## config.mk

```make
export PLATFORM = sky130hd
export DESIGN_NAME = mmio_arbiter
export DESIGN_NICKNAME = d
export VERILOG_FILES = /design/src/rtl/mmio_arbiter.sv
export SDC_FILE = /design/constraint.sdc
export NUM_CORES = 1
export LEC_CHECK = 0
export CAP_MARGIN = 20
export CORE_ASPECT_RATIO = 0.7
export CORE_UTILIZATION = 36
export DETAILED_ROUTE_END_ITERATION = 10
export PLACE_DENSITY = 0.83
export SYNTH_ARGS = -nofsm -noshare
export SYNTH_HDL_FRONTEND = slang
export SYNTH_SLANG_ARGS = --single-unit
```

## constraint.sdc

```tcl
create_clock -name clk -period 1.3 [get_ports clk]
set_input_delay 0.26 -clock clk [delete_from_list [all_inputs] [get_ports clk]]
set_output_delay 0.26 -clock clk [all_outputs]
set_load 0.02 [all_outputs]
```

## src/rtl/mmio_arbiter.sv

```systemverilog
// Round-robin two-master arbiter/sequencer in front of the single MMIO port.
// Optional ISSUE stall timeout is enabled by defining MMIO_ARB_TIMEOUT_EN.
module mmio_arbiter #(
  parameter int unsigned TIMEOUT = 255
) (
  input  logic        clk,
  input  logic        rst_n,
  input  logic        m0_req,
  input  logic        m0_we,
  input  logic        m0_byte_select,
  input  logic        m0_byte_enable,
  input  logic [15:0] m0_addr,
  input  logic [15:0] m0_wdata,
  output logic        m0_ack,
  output logic [15:0] m0_rdata,
  output logic        m0_hit,
  output logic        m0_err,
  input  logic        m1_req,
  input  logic        m1_we,
  input  logic        m1_byte_select,
  input  logic        m1_byte_enable,
  input  logic [15:0] m1_addr,
  input  logic [15:0] m1_wdata,
  output logic        m1_ack,
  output logic [15:0] m1_rdata,
  output logic        m1_hit,
  output logic        m1_err,
  output logic        mmio_en,
  output logic        mmio_write_enable,
  output logic        mmio_byte_select,
  output logic        mmio_byte_enable,
  output logic [15:0] mmio_addr,
  output logic [15:0] mmio_data_in,
  input  logic [15:0] mmio_data_out,
  input  logic        mmio_serviced_read,
  input  logic        mmio_wait
);

  typedef enum logic [1:0] {
    IDLE    = 2'd0,
    ISSUE   = 2'd1,
    CAPTURE = 2'd2,
    ACK     = 2'd3
  } state_t;

  state_t      state_r;
  logic        last_r;
  logic        gnt_r;

  logic        req_any_s;
  logic        sel_s;
  logic        sel_we_s;
  logic        sel_bs_s;
  logic        sel_be_s;
  logic [15:0] sel_addr_s;
  logic [15:0] sel_wdata_s;
  logic [15:0] cap_rdata_s;
  logic        cap_hit_s;

  if (TIMEOUT < 1 || TIMEOUT > 65535) begin : g_bad_timeout
    $error("mmio_arbiter: TIMEOUT must lie in 1..65535");
  end

`ifdef MMIO_ARB_TIMEOUT_EN
  localparam logic [15:0] TIMEOUT_LAST = 16'(TIMEOUT - 1);
  logic [15:0] wait_cnt_r;
`endif

  // Pick a requester; on a tie the master that was not served last wins.
  always_comb begin
    req_any_s = 1'b0;
    sel_s     = 1'b0;
    if (m0_req && m1_req) begin
      req_any_s = 1'b1;
      sel_s     = ~last_r;
    end else if (m0_req) begin
      req_any_s = 1'b1;
      sel_s     = 1'b0;
    end else if (m1_req) begin
      req_any_s = 1'b1;
      sel_s     = 1'b1;
    end else begin
      req_any_s = 1'b0;
      sel_s     = 1'b0;
    end
  end

  // Request fields of the selected master, latched on grant.
  always_comb begin
    sel_we_s    = m0_we;
    sel_bs_s    = m0_byte_select;
    sel_be_s    = m0_byte_enable;
    sel_addr_s  = m0_addr;
    sel_wdata_s = m0_wdata;
    if (sel_s) begin
      sel_we_s    = m1_we;
      sel_bs_s    = m1_byte_select;
      sel_be_s    = m1_byte_enable;
      sel_addr_s  = m1_addr;
      sel_wdata_s = m1_wdata;
    end else begin
      sel_we_s    = m0_we;
      sel_bs_s    = m0_byte_select;
      sel_be_s    = m0_byte_enable;
      sel_addr_s  = m0_addr;
      sel_wdata_s = m0_wdata;
    end
  end

  // Completion data: reads take MMIO's registered result, writes report zero.
  always_comb begin
    cap_rdata_s = 16'h0000;
    cap_hit_s   = 1'b0;
    if (mmio_write_enable) begin
      cap_rdata_s = 16'h0000;
      cap_hit_s   = 1'b0;
    end else begin
      cap_rdata_s = mmio_data_out;
      cap_hit_s   = mmio_serviced_read;
    end
  end

  // Transaction sequencer: grant, issue, capture, acknowledge.
  always_ff @(posedge clk or negedge rst_n) begin
    if (!rst_n) begin
      state_r           <= IDLE;
      last_r            <= 1'b1;
      gnt_r             <= 1'b0;
      mmio_en           <= 1'b0;
      mmio_write_enable <= 1'b0;
      mmio_byte_select  <= 1'b0;
      mmio_byte_enable  <= 1'b0;
      mmio_addr         <= 16'h0000;
      mmio_data_in      <= 16'h0000;
      m0_ack            <= 1'b0;
      m0_rdata          <= 16'h0000;
      m0_hit            <= 1'b0;
      m0_err            <= 1'b0;
      m1_ack            <= 1'b0;
      m1_rdata          <= 16'h0000;
      m1_hit            <= 1'b0;
      m1_err            <= 1'b0;
`ifdef MMIO_ARB_TIMEOUT_EN
      wait_cnt_r        <= 16'h0000;
`endif
    end else begin
      case (state_r)
        IDLE: begin
          if (req_any_s) begin
            gnt_r             <= sel_s;
            last_r            <= sel_s;
            mmio_en           <= 1'b1;
            mmio_write_enable <= sel_we_s;
            mmio_byte_select  <= sel_bs_s;
            mmio_byte_enable  <= sel_be_s;
            mmio_addr         <= sel_addr_s;
            mmio_data_in      <= sel_wdata_s;
`ifdef MMIO_ARB_TIMEOUT_EN
            wait_cnt_r        <= 16'h0000;
`endif
            state_r           <= ISSUE;
          end else begin
            state_r <= IDLE;
          end
        end
        ISSUE: begin
          if (!mmio_wait) begin
            mmio_en <= 1'b0;
            state_r <= CAPTURE;
          end
`ifdef MMIO_ARB_TIMEOUT_EN
          else if (wait_cnt_r == TIMEOUT_LAST) begin
            // Stall limit reached: abandon the access and report an error.
            wait_cnt_r <= wait_cnt_r + 16'd1;
            mmio_en    <= 1'b0;
            m0_ack     <= ~gnt_r;
            m1_ack     <= gnt_r;
            m0_err     <= ~gnt_r;
            m1_err     <= gnt_r;
            m0_rdata   <= 16'h0000;
            m1_rdata   <= 16'h0000;
            m0_hit     <= 1'b0;
            m1_hit     <= 1'b0;
            state_r    <= ACK;
          end else begin
            wait_cnt_r <= wait_cnt_r + 16'd1;
            state_r    <= ISSUE;
          end
`else
          else begin
            state_r <= ISSUE;
          end
`endif
        end
        CAPTURE: begin
          m0_ack   <= ~gnt_r;
          m1_ack   <= gnt_r;
          m0_rdata <= gnt_r ? 16'h0000 : cap_rdata_s;
          m1_rdata <= gnt_r ? cap_rdata_s : 16'h0000;
          m0_hit   <= gnt_r ? 1'b0 : cap_hit_s;
          m1_hit   <= gnt_r ? cap_hit_s : 1'b0;
          m0_err   <= 1'b0;
          m1_err   <= 1'b0;
          state_r  <= ACK;
        end
        ACK: begin
          m0_ack   <= 1'b0;
          m0_rdata <= 16'h0000;
          m0_hit   <= 1'b0;
          m0_err   <= 1'b0;
          m1_ack   <= 1'b0;
          m1_rdata <= 16'h0000;
          m1_hit   <= 1'b0;
          m1_err   <= 1'b0;
          state_r  <= IDLE;
        end
        default: begin
          mmio_en  <= 1'b0;
          m0_ack   <= 1'b0;
          m1_ack   <= 1'b0;
          state_r  <= IDLE;
        end
      endcase
    end
  end

endmodule
```

# Word level (Yosys, flattened, before mapping)
# Index checks and enable logic that the tools add are counted.
# totals
rom_bits,0
ff_bits,76
latch_bits,0
ramBits,0
n_memories,0
in_bits,92
output_inout_bits,74
wordCells,56
# op_classes
bitwise,2
n_eq_ne,5
n_mux,28
multipliers,0
div_mod_pow,0
addsub,0
shift,0
n_reduce_logical,6
magnitude_cmp,0
# op_table
operator,n
16-bit 2-to-1 mux,5
16-bit one-hot mux with 2 select lines,2
1-bit 2-to-1 mux,14
1-bit one-hot mux with 2 select lines,5
2-bit one-hot mux with 4 select lines,1
2-bit == test (second input constant),2
2-bit != test (second input constant),2
2-bit nonzero test,2
3-bit AND reduction,1
2-bit by 1-bit == test with 1-bit output (second input constant),1
2-bit zero test,1
2-bit 2-to-1 mux,1
1-bit NOT,2
2-bit AND reduction,1
1-bit logical AND,1

# Depth between registers and ports, before layout
# Gate-level depths: netlist (run 1).
# logic_depth
word_depth,5
depth_mapped,6
depth_no_buf,3

# Worst setup path after synthesis (run 1)
# No wires, ideal clock.
# synth_path
path_type,register to register
start,register (tool-made name)
end,register last_r
path_slack_ns,-0.101
t_arrival_ns,1.316
stages_incl_launch_ff,6
path_buffers,2
t_required_ns,1.215
path_cell_list,dfrtp_1 -> buf_6 -> nor2_2 -> and2_4 -> buf_6 -> mux2_1
# synth_rtl
item,line,text
to (signal assigned),151,last_r <= sel_s;
to (decl),47,logic last_r;

# Final worst setup path (run 1)
# layout_path
start,input port m1_req
end,register mmio_addr[8]
# layout_between
elab_chain_cells,4
word_cells_on_any_way,8
# layout_rtl
item,line,text
from (decl),18,"input logic m1_req,"
1-bit 2-to-1 mux,79,end else if (m1_req) begin
1-bit 2-to-1 mux,76,end else if (m0_req) begin
1-bit 2-to-1 mux,73,if (m0_req && m1_req) begin
16-bit 2-to-1 mux or 2-bit AND reduction (tied branches),n/a,
to (signal assigned),156,mmio_addr <= sel_addr_s;
to (decl),32,"output logic [15:0] mmio_addr,"
# Parallel ways exist; a longest one is shown, timed or not.
# A chain may end at the register's enable or synchronous reset.

==> results.ini, run 1 <==
[yosys]
synth_top_area_frac=0.565
ys_seq_elements=76
post_synth.cell_area_avg_um2=10.5
dominantRegCellSynth=dfrtp_1
netlist_instances=316
ys_async_sr_fraction=1.00
syn_area_um2=3320
netlist_top_cells_area=dfrtp_1, nand2_1, a31oi_1, o2bb2ai_1, a21oi_1
yosys.area.top_type=dfrtp_1
yosysSeqAreaShare=0.573
synth_cell_types=30
ys_warn_count=0
synth_edf_count=0

[cells_and_area]
utilization=0.627
mostFrequentLayoutCells=clkdlybuf4s50_1, dfrtp_1, nand2_1, clkdlybuf4s15_1, a21oi_1
drive_gt1_frac=0.185
seq_area_um2=1910
n_antenna_cell=0
postLayoutCellArea_um2=5450
fillers=736
area_growth_pct=63.9
final_common_cell=clkdlybuf4s50_1
multi_input_area_um2=1280
nNetsFinal=578

[global_route]
gr-usage-met2=0.347
antenna_found_initial=0
grt_pass1_wl_mm=15.2
grt.met1_usage=0.272
use_met3=0.0511
grt_max_degree=77
grt_busiest_layer=met2
track_usage=0.208
grt.overflow.total=0
grt_pass1_vias=2982

[die]
die-area_um2=9630
io_pins=166
die_h_um=82.4
die_x_um=117
start_util=0.382
fp-row-count=28
core_um2=8690

[clock_tree]
cts_max_level=3
cts_buffer_depth=2
cts.sinks=76
cts_tree=yes
clk_latency_ns=0.32
cts_buffers=9
clk_pin_slew_ns=0.06
cts-root-buf=clkbuf_16

[status]
violations=setup timing
outcome=finished, violations left

[place]
dp_hpwl_mm=6.85
postPlaceCellArea_um2=5190
place_congestion=0.736
portBuffers=163

[min_path]
holdCritPathClass=reg -> reg
min-delay-start=m0_rdata[14]

[critical_path]
worst-path-buf-inv=2
max_stage_delay_ns=0.44
cp.arrival_ns=1.54
path_class=in -> reg
critPathLaunch=m1_req
cp_cell_sequence=clkdlybuf4s50_1 -> or2_4 -> and2_4 -> buf_4 -> a31oi_1
crit_path_start_kind=primary input
required_ns=1.54
endpoint_kind=flop
crit_family=buffers and inverters
critPathSlowestCell=clkdlybuf4s50_1
crit_fanout=12

[run]
cap_viol_max_count=0

[drt]
drt-initial-drc-count=172
drt_first_pass_iters=4
drt_wl_total_mm=10.0
ant_nets=0
via_per_inst=5.09
vias=3109
routedWlPerCell_um=16.4
drc=0

[timing]
fin_ws_ns=-0.00403
max_freq_mhz=767
grt_setup_unrepaired=true
finalHoldViolCount=0
finalMaxSlewViolations=0
min_period_ns=1.30
whs_ns=0.487
finalCritPeriodShare=1.00
setup_violations=1
fin_worst_skew_ns=0.00598

[power]
p_leak_nw=2.36
irDropWorstVdd_mv=0.964
power_density_nw_per_um2=2210

worst reg2reg max path: stages (launching register included):
cell and delay [ns]:
dfrtp_2 0.45, nor2_4 0.15, and2_4 0.22, mux2_4 0.32
cell families after synthesis:
logic type,Yosys count,synth area share
AO/OA/AOI/OAI,112,0.242
AND/OR/NAND/NOR,93,0.123
flip-flops,76,0.573
buffers and inverters,32,0.0538
multiplexers,2,0.00678
other,1,0.00113
path summary, 6_finish.rpt:
| check | end | slack, ns | depth (start not counted) |
|---|---|---|---|
| min reg2reg | m0_rdata[14] | 0.49 | 1 |
| max | mmio_addr[8] | -0.004 | 5 |
| max reg2reg | gnt_r | 0.03 | 3 |
| max in group asynchronous | last_r | 0.42 | 3 |
| min in group asynchronous | m1_rdata[7] | 0.50 | 3 |
| min | m0_rdata[14] | 0.49 | 1 |
state kept, by name (all words and copies together), names as in the netlist, 16 cells and up, named ones only:
signal / flops
m0_rdata: 16
m1_rdata: 16
mmio_addr: 16
mmio_data_in: 16
metal layers:
| metal | vias up | wire (um) |
|---|---|---|
| met5 | - | 0 |
| met3 | 7 | 606 |
| met1 | 1530 | 4470 |
| met2 | 110 | 4860 |
| met4 | 0 | 87 |
| li1 | 1462 | - |
repair_timing:
| action | in CTS | in global routing |
|---|---|---|
| pin swaps | 1 | 1 |
| endpoints found under the setup margin | 111 | 93 |
| buffers inserted | 1 | 0 |
| resized for setup | 112 | 73 |
| endpoints found under the hold margin | 75 | 0 |
| cloned | 0 | 1 |
| hold buffers | 1 | 0 |
layout make-up:
class,count,share of cell area
sequential,76,0.350
timing repair buffer,186,0.324
multi-input combinational,209,0.235
clock buffer,11,0.0446
tap,120,0.0276
clock inverter,5,0.0154
inverter,4,0.00322
per-stage QoR:
stage	setup WS, ns	std cells	setup TNS (ns)	total power [mW]
6_report	-0.00403	611	-0.00403	12.0
5_1_grt	-0.0336	611	-0.377	12.8
4_1_cts	-0.0172	610	-0.0172	12.1
3_5_place_dp	-0.333	592	-11.29	9.85
3_3_place_gp	-0.253	592	-9.41	9.65
2_1_floorplan	-0.0467	317	-1.39	6.95
synth_stat cells (3+ instances only):
library cell and n:
a21oi_1 35, a31oi_1 35, buf_2 3, buf_4 5, buf_6 3, clkbuf_1 15, dfrtp_1 75, inv_1 3
nand2_1 70, nand2b_1 17, o21ai_0 4, o2bb2ai_1 25, o2bb2ai_2 9
report_power, final:
group | switching [mW] | internal (mW) | leakage [nW]
combinational | 3.09 | 2.32 | 1.27
sequential | 0.624 | 3.31 | 0.940
clock | 0.952 | 1.74 | 0.152
total | 4.66 | 7.37 | 2.36
(Power assumes the default switching activity.)
==> run 2, diff against run 1 <==
CELL_PAD_IN_SITES_DETAIL_PLACEMENT = 0   (was unset)
CELL_PAD_IN_SITES_GLOBAL_PLACEMENT = 2   (was unset)
CORE_UTILIZATION = 21   (was 36)
==> run 2 against run 1 <==
The flow finishes with violations (DRC). Clock power about the same. Flip-flop and latch count unchanged. Register-to-register slack better by 0.02 ns. Worst hold slack worse by 0.11 ns. Clock-buffer cell count down 1. Critical endpoint is now mmio_byte_enable. Largest power group unchanged.
==> results.ini, run 2 (synthesis results as in run 1) <==
[cells_and_area]
n_antenna_cell=0
seq_area_um2=1910
multi_input_area_um2=1280
final_common_cell=clkdlybuf4s50_1
mostFrequentLayoutCells=clkdlybuf4s50_1, dfrtp_1, nand2_1, clkbuf_2
area_growth_pct=69.2
drive_gt1_frac=0.251
nNetsFinal=585
fillers=1570

[critical_path]
cp.arrival_ns=1.01
worst-path-buf-inv=1
cp_cell_sequence=clkdlybuf4s15_1
critPathCapture=mmio_byte_enable
required_ns=1.04
path_depth=1
r2r-end=m0_rdata[2]
path_class=reg -> out
r2r_setup_slack_ns=0.05
critPathSlowestCell=dfrtp_1
endpoint_kind=output pin
critPathLaunch=mmio_byte_enable
reg2regPathDepth=3
crit_fanout=2
crit_path_start_kind=flop
worstReg2RegStart=state_r[0]
crit_family=flip-flops
max_stage_delay_ns=0.39

[status]
outcome=finished, violations left
violations=DRC

[timing]
max_freq_mhz=790
fin_worst_skew_ns=0.00666
finalCritPeriodShare=0.974
finalMaxSlewViolations=0
finalHoldViolCount=0
grt_setup_unrepaired=true
min_period_ns=1.27
fin_ws_ns=0.0339
setup_violations=0

[drt]
ant_nets=0
drt_first_pass_iters=7
via_per_inst=4.42
drt-initial-drc-count=138
drc=8
routedWlPerCell_um=16.1
vias=3082
drt_wl_total_mm=11.2

[global_route]
grt_pass1_wl_mm=17.5
antenna_found_initial=0
grt_pass1_vias=3265
grt_max_degree=35
track_usage=0.138
grt.overflow.total=0

[clock_tree]
cts.sinks=76
clk_pin_slew_ns=0.06
cts_buffer_depth=2
cts_buffers=9
cts_tree=yes
clk_latency_ns=0.33
cts_max_level=3
cts-root-buf=clkbuf_16

[die]
die_x_um=152
die_h_um=107
fp-row-count=38
die-area_um2=16300
io_pins=166
start_util=0.214
core_um2=15500

[place]
dp_hpwl_mm=7.93
place_congestion=0.718
dp_slack_ns=-0.309
portBuffers=163

[power]
power_mw=12.2
p_leak_nw=2.42
irDropWorstVdd_mv=0.607
power_density_nw_per_um2=2170

[run]
cap_viol_max_count=0

[min_path]
holdCritPathClass=in -> async

==> run 2: changes by cell type in the layout (fill, tap and decap cells not counted), sizes merged <==
cell,before,now
buf,22,29
clkdlybuf4s50,90,88
clkinv,0,2
clkbuf,43,52
clkdlybuf4s15,40,31
dlymetal6s2s,0,2
clkinvlp,2,1
dlygate4sd2,1,0
==> run 2: where the power goes <==
| part | total [mW] | internal, mW | switching (mW) |
|---|---|---|---|
| logic | 5.59 | 2.42 | 3.16 |
| clock network | 2.71 | 1.73 | 0.977 |
| registers | 3.91 | 3.31 | 0.600 |
==> run 2: how the worst min path moves through the flow <==
stage / from / to / slack (ns) / cells after the start
after global placement: rst_n / mmio_addr[1] / 0.20 / 1
final: rst_n / mmio_addr[0] / 0.38 / 2
after detailed placement: rst_n / mmio_addr[12] / 0.20 / 1
after floorplan: rst_n / asynchronous set/reset pin / -0.04 / 0
after global routing: rst_n / mmio_addr[0] / 0.39 / 2
after CTS: rst_n / mmio_addr[0] / 0.38 / 2
==> run 2: timing repair <==
action                     4_1_cts  5_1_grt
setup endpoints to repair      116       61
hold buffers                     1        0
hold endpoints to repair        19        0
gates cloned                     0        2
setup buffers                    1        1
pin swaps                        0        3
gates resized for setup        161       51
==> run 2: final cells by class <==
class,count,area share
Clock inverter,6,0.0154
Tap cell,200,0.0445
Clock buffer,10,0.0425
Multi-Input combinational cell,209,0.228
Timing Repair Buffer,193,0.328
Inverter,4,0.00312
Sequential cell,76,0.339
==> run 2: stage by stage <==
| step | TNS, ns | area, um2 | hold WS [ns] | utilization | instances |
|---|---|---|---|---|---|
| after floorplan | -1.39 | 3330 | -0.0356 | - | 317 |
| after global routing | -0.00845 | 5620 | 0.394 | 0.363 | 698 |
| after CTS | 0 | 5740 | 0.382 | 0.370 | 695 |
| final | 0 | 5620 | 0.378 | 0.363 | 698 |
| after detailed placement | -10.51 | 5370 | 0.198 | 0.346 | 677 |
| after global placement | -9.69 | 5370 | 0.198 | 0.346 | 677 |
==> run 2: layer usage <==
| layer | track usage | share of wire | routed length (um) |
|---|---|---|---|
| met1 | 0.173 | 0.46 | 5170 |
| met2 | 0.229 | 0.47 | 5320 |
| met3 | 0.0358 | 0.050 | 559 |
| met4 | 0.0510 | 0.016 | 182 |
| met5 | 0 | 0 | 0 |
